`src/rtl/ext_intr_ctrl.sv`:
```
// External interrupt controller: synchronises up to 32 sources, qualifies them
// as level or rising-edge, latches and masks them, and drives a slice of the
// external interrupt vector. Configured through a register-interface slave.

package reg_pkg;
    typedef struct packed {
        logic [31:0] addr;
        logic        write;
        logic [31:0] wdata;
        logic [3:0]  wstrb;
        logic        valid;
    } reg_req_t;

    typedef struct packed {
        logic [31:0] rdata;
        logic        error;
        logic        ready;
    } reg_rsp_t;
endpackage

module ext_intr_ctrl #(
    parameter int unsigned NSRC        = 4,
    parameter int unsigned NOUT        = 64,
    parameter int unsigned BASE_IDX    = 2,
    parameter int unsigned SYNC_STAGES = 2
) (
    input  logic                clk_i,
    input  logic                rst_ni,
    input  logic [NSRC-1:0]     src_i,
    input  reg_pkg::reg_req_t   reg_req_i,
    output reg_pkg::reg_rsp_t   reg_rsp_o,
    output logic [NOUT-1:0]     intr_o
);

    if (NSRC < 1 || NSRC > 32) begin : g_bad_nsrc
        $error("ext_intr_ctrl: NSRC must be 1..32");
    end
    if (BASE_IDX + NSRC > NOUT) begin : g_bad_base
        $error("ext_intr_ctrl: BASE_IDX+NSRC exceeds NOUT");
    end
    if (SYNC_STAGES > 3) begin : g_bad_sync
        $error("ext_intr_ctrl: SYNC_STAGES must be 0..3");
    end

    logic [NSRC-1:0] sync;

    if (SYNC_STAGES == 0) begin : g_nosync
        assign sync = src_i;
    end else begin : g_sync
        logic [NSRC-1:0] stage_q [SYNC_STAGES];

        // Plain flop chain per source; the last stage is the synchronised value.
        always_ff @(posedge clk_i or negedge rst_ni) begin
            if (!rst_ni) begin
                for (int s = 0; s < int'(SYNC_STAGES); s++) stage_q[s] <= '0;
            end else begin
                stage_q[0] <= src_i;
                for (int s = 1; s < int'(SYNC_STAGES); s++) stage_q[s] <= stage_q[s-1];
            end
        end

        assign sync = stage_q[SYNC_STAGES-1];
    end

    // Offsets: 0 ENABLE, 1 MODE, 2 PENDING, 3 RAW, 4 OVERFLOW, 5..7 unmapped.
    logic [2:0]      idx;
    logic            wr;
    logic [NSRC-1:0] wdata;
    logic            unused_bits;

    assign idx         = reg_req_i.addr[4:2];
    assign wr          = reg_req_i.valid & reg_req_i.write;
    assign wdata       = reg_req_i.wdata[NSRC-1:0];
    assign unused_bits = ^{reg_req_i.wstrb, reg_req_i.addr[31:5], reg_req_i.addr[1:0],
                           reg_req_i.wdata};

    logic [NSRC-1:0] enable_q, enable_d;
    logic [NSRC-1:0] mode_q, mode_d;
    logic [NSRC-1:0] pending_q, pending_d;
    logic [NSRC-1:0] ovf_q, ovf_d;
    logic [NSRC-1:0] prev_q;
    logic [NSRC-1:0] edge_det, pend_clr, ovf_clr, mode_chg, ovf_set;

    // Next-state: edge sets beat W1C, and a mode change wipes the affected bits.
    always_comb begin
        edge_det  = sync & ~prev_q;
        pend_clr  = (wr && idx == 3'd2) ? wdata : '0;
        ovf_clr   = (wr && idx == 3'd4) ? wdata : '0;
        mode_chg  = (wr && idx == 3'd1) ? (wdata ^ mode_q) : '0;
        enable_d  = (wr && idx == 3'd0) ? wdata : enable_q;
        mode_d    = (wr && idx == 3'd1) ? wdata : mode_q;
        ovf_set   = mode_q & edge_det & pending_q & ~pend_clr;
        pending_d = (mode_q & ((pending_q & ~pend_clr) | edge_det)) | (~mode_q & sync);
        pending_d = pending_d & ~mode_chg;
        ovf_d     = ((ovf_q & ~ovf_clr) | ovf_set) & ~mode_chg;
    end

    // State registers.
    always_ff @(posedge clk_i or negedge rst_ni) begin
        if (!rst_ni) begin
            enable_q  <= '0;
            mode_q    <= '0;
            pending_q <= '0;
            ovf_q     <= '0;
            prev_q    <= '0;
        end else begin
            enable_q  <= enable_d;
            mode_q    <= mode_d;
            pending_q <= pending_d;
            ovf_q     <= ovf_d;
            prev_q    <= sync;
        end
    end

    // Combinational read response; pure address decode, always ready.
    always_comb begin
        reg_rsp_o       = '0;
        reg_rsp_o.ready = 1'b1;
        unique case (idx)
            3'd0:    reg_rsp_o.rdata[NSRC-1:0] = enable_q;
            3'd1:    reg_rsp_o.rdata[NSRC-1:0] = mode_q;
            3'd2:    reg_rsp_o.rdata[NSRC-1:0] = pending_q;
            3'd3:    reg_rsp_o.rdata[NSRC-1:0] = sync;
            3'd4:    reg_rsp_o.rdata[NSRC-1:0] = ovf_q;
            default: reg_rsp_o.error = 1'b1;
        endcase
    end

    // Interrupt lines come straight from flops through a single AND.
    always_comb begin
        intr_o                      = '0;
        intr_o[BASE_IDX +: NSRC]    = pending_q & enable_q;
    end

endmodule

```
`config.mk`:
```
export PLATFORM = sky130hd
export DESIGN_NAME = ext_intr_ctrl
export DESIGN_NICKNAME = d
export VERILOG_FILES = /design/src/rtl/ext_intr_ctrl.sv
export SDC_FILE = /design/constraint.sdc
export NUM_CORES = 1
export LEC_CHECK = 0
export CORE_MARGIN = 4
export CORE_UTILIZATION = 25
export CTS_BUF_LIST = sky130_fd_sc_hd__clkbuf_2 sky130_fd_sc_hd__clkbuf_4 sky130_fd_sc_hd__clkbuf_8
export DETAILED_ROUTE_END_ITERATION = 10
export DONT_BUFFER_PORTS = 1
export PLACE_DENSITY_LB_ADDON = 0.08
export SETUP_SLACK_MARGIN = 0.15
export SLEW_MARGIN = 20
export SYNTH_ARGS = -nofsm -noshare
export SYNTH_HDL_FRONTEND = slang
export SYNTH_SLANG_ARGS = --single-unit
export TNS_END_PERCENT = 5
```
`constraint.sdc`:
```
create_clock -name clk_i -period 1.68 [get_ports clk_i]
set_clock_uncertainty 0.1 [all_clocks]
set_input_delay 0.168 -clock clk_i [delete_from_list [all_inputs] [get_ports clk_i]]
set_output_delay 0.168 -clock clk_i [all_outputs]
set_load 0.005 [all_outputs]
```
## Word level (Yosys, flattened, before mapping)

Cells that the tools add are included.

| operators by class | value |
|---|---|
| equal/unequal tests | 4 |
| multiplexer cells | 5 |
| bitwise logic cells | 21 |
| reduce and logical (&&, ||, !) cells | 6 |

Operator list:

| cell | number |
|---|---|
| 4-bit bitwise AND | 11 |
| 4-bit NOT | 5 |
| 4-bit case mux with 5 select lines | 1 |
| 4-bit 2-to-1 mux | 3 |
| 4-bit OR | 3 |
| 3-bit by 2-bit equality test with 1-bit output, second input constant | 2 |
| 5-bit OR reduction | 1 |
| 1-bit logical AND | 4 |
| 4-bit XOR | 1 |
| 3-bit by 1-bit equality test with 1-bit output, second input constant | 1 |
| 3-bit equality test, second input constant | 1 |
| 3-bit zero test | 1 |
| 1-bit bitwise AND | 1 |
| 1-bit 2-to-1 mux | 1 |

| storage, ports and cells | value |
|---|---|
| register bits after elaboration | 28 |
| output and inout bits | 98 |
| logic and storage cells | 43 |

## Logic depth before layout (Yosys ltp)

| logic depth | value |
|---|---|
| word-level depth | 9 |
| mapped depth | 6 |

## Worst setup path before layout

OpenSTA, ideal clock, no wires.

| timing | value |
|---|---|
| path type | register to output |
| start point | reg mode_q[0] |
| end point | out reg_rsp_o[2] (netlist name) |
| arrival | 1,024 ps |
| data required time | 1,412 ps |
| setup slack | 388 ps |
| stages on the path, launching flop included | 4 |
| cells stage by stage | dfrtp_1 -> mux4_1 -> inv_1 -> o21ai_0 |

RTL lines:

| what | line | text |
|---|---|---|
| start, declared | 78 | `logic [NSRC-1:0] mode_q, mode_d;` |
| start signal, assigned | 108 | `mode_q <= mode_d;` |
| end, declared | 31 | `output reg_pkg::reg_rsp_t reg_rsp_o,` |

==> results_dict.tcl <==
set metrics [dict create \
    outcome "finished, final reports clean" \
    synth_mux_area_share_pct 8.71 \
    path_max_fanout 2 \
    htree_num_levels 1 \
    final_nets 303 \
    synth_compound_area_share_pct 9.43 \
    drive_above_1_share_pct 14.7 \
    r2r_cells 4 \
    clk_pin_slew_ns 0.10 \
    avgSynthCellArea_um2 10.1 \
    syn-instance-count 207 \
    fp.coreArea_mm2 0.00818 \
    multiInputGateArea_mm2 0.00100 \
    synth_fa_ha_area_share_pct 0 \
    min_period_ns 1.55 \
    rows 33 \
    ioPinCount 174 \
    worstHoldPathCells 3 \
    cp_data_required_time_ns 1.41 \
    clockBufferDepth 2 \
    drv_cap 0 \
    die_width_um 99.6 \
    ys_ff_latch 28 \
    finalMaxSlewViolations 0 \
    grt_pass1_vias 1081 \
    via_per_inst 3.72 \
    die-area_mm2 0.00992 \
    ir_drop_uv 298 \
    setup-violations-final 0 \
    wl_per_cell_um 12.6 \
    power_density_mw_per_mm2 824 \
    drc 0 \
    drt-total-wl_um 4170 \
    grt_pass1_wl_um 6040 \
    synth_seq_area_share_pct 33.4 \
    p_leak_nw 1.04 \
    grt_max_degree 29 \
    nFillCells 877 \
    hold_path_class "input port to register" \
    hold_violations 0 \
    synth_xor_area_share_pct 0 \
    antenna_left 0 \
    period_share_pct 92.5 \
    drtIter0Drc 26 \
    synth_area_mm2 0.00210 \
    crit_path_start_kind "register" \
    num_vias 1229 \
    diodes 0 \
    cts_root_buffer "clkbuf_8" \
    hold_start "reg_req_i[41]" \
    die_y_um 99.6 \
    rsz0062_at_grt "true" \
    place_congestion 0.665 \
    yosys_warnings 0 \
    final_core_util_pct 25.5 \
    worstReg2RegStart "mode_q[0]" \
    cts_buffers 3 \
    drtPass1Iterations 4 \
    area.growth.synth_to_final_pct -0.537 \
    critPathKind "register to output pin" \
    place_area_mm2 0.00189 \
    dp.final_hpwl_um 2980 \
    antenna_found_initial 0 \
    critPathLaunch "sync[0]" \
    cts_tree "yes" \
    timing.final.ws_setup_ns 0.125 \
    synth_top_family_by_area "buffers and inverters" \
    grt_use_total_pct 7.75 \
    final_area_mm2 0.00209 \
    tns_ns 0 \
    fmax_mhz 643 \
    pre_cts_ws_ns 0.281 \
    start_util_pct 25.7 \
    clock-sinks 28 \
    grt-ovfl-total 0 \
    synth_cell_types 25 \
    worstSetupEndpointType "output pin" \
    yosys.area_share.simple_pct 13.8 \
    port_buffers 0 \
    worstPathArrival_ns 1.29 \
    final-seq-area_um2 701 \
    insertion_delay_ns 0.27 \
]
## metal layers
layer / wire [um] / track usage (%) / share of wire [%] / vias up
li1: - / - / - / 572
met1: 1870 / 10.8 / 45 / 589
met2: 1900 / 11.8 / 45 / 66
met3: 383 / 2.03 / 9.2 / 2
met4: 19 / 2.21 / 0.46 / 0
met5: 0 / 0 / 0 / -
## worst max-delay path, stage by stage, from the launching register on
cell and delay (ns):
dfrtp_1 0.41, mux4_2 0.48, inv_2 0.07, o21ai_2 0.06
## cell usage in the layout (no fill, tap or decap), drive strengths merged, types with 5 or more instances in the layout
master       count
mux2             8
a311oi           8
nand2            5
nand4            5
dfrtp           28
dlygate4sd3      9
nand2b           9
nor2b            6
conb            89
buf             12
## power by group
group | switching (W) | internal [W] | total (W) | leakage (nW)
registers | 0.0000996 | 0.000796 | 0.000896 | 0.329
logic | 0.000220 | 0.000227 | 0.000447 | 0.687
clock network | 0.000215 | 0.000161 | 0.000376 | 0.0216
## through the flow
stage	total power [W]	std cells	hold slack (ns)
after floorplan	0.00135	294	-0.228
after global placement	0.00126	311	-0.227
after detailed placement	0.00126	311	-0.227
after CTS	0.00175	330	0.0713
after global routing	0.00184	330	0.0999
final	0.00172	330	0.0824
## what timing repair did
item,in CTS,in global routing
endpoints found under the setup margin,2,3
hold buffers,10,0
buffers inserted,6,0
gates resized for setup,8,0
endpoints found under the hold margin,44,0
## final cells by class
| type | count | share of cell area [%] |
|---|---|---|
| multi-input cells | 169 | 48.2 |
| flip-flops and latches | 28 | 33.6 |
| inverters | 4 | 0.720 |
| repair buffers | 21 | 9.24 |
| well taps | 105 | 6.30 |
| clock buffers | 3 | 1.98 |
## synthesized netlist by cell type (all sizes together)
master  number  area [um^2]
a21oi        4         20.0
a311oi       8         70.1
a31oi        4         25.0
a41oi        4         35.0
and2         4         25.0
and3b        1         8.76
buf         93          703
conb         2         7.51
dfrtp       28          701
inv          4         15.0
mux2         8         90.1
mux2i        4         40.0
mux4         2         52.6
nand2        5         18.8
nand2b       9         56.3
nand3        2         10.0
nand4        5         31.3
nand4b       4         95.1
nor2         2         7.51
nor2b        6         37.5
o21a         2         15.0
o21ai        4         20.0
o22ai        2         12.5
## path summary, 6_finish.rpt
path                                endpoint  slack, ns
worst max register to register      ovf_q[0]       0.42
max in group asynchronous          mode_q[1]       1.08
worst max-delay path            reg_rsp_o[2]       0.13
worst min register to register       sync[2]       0.26
worst min-delay path            pending_q[0]       0.08
min in group asynchronous        enable_q[0]       0.24
## sequential cells by signal, summed over array words and instances (netlist names)
register / cells
enable_q: 4
g_sync.stage_q: 4
sync: 4
mode_q: 4
pending_q: 4
ovf_q: 4
prev_q: 4
## cells by family after synthesis
family,after synthesis
other cells,2
flops,28
simple gates,38
mux,14
compound gates,28
buf+inv,97
(Power assumes the default switching activity.)
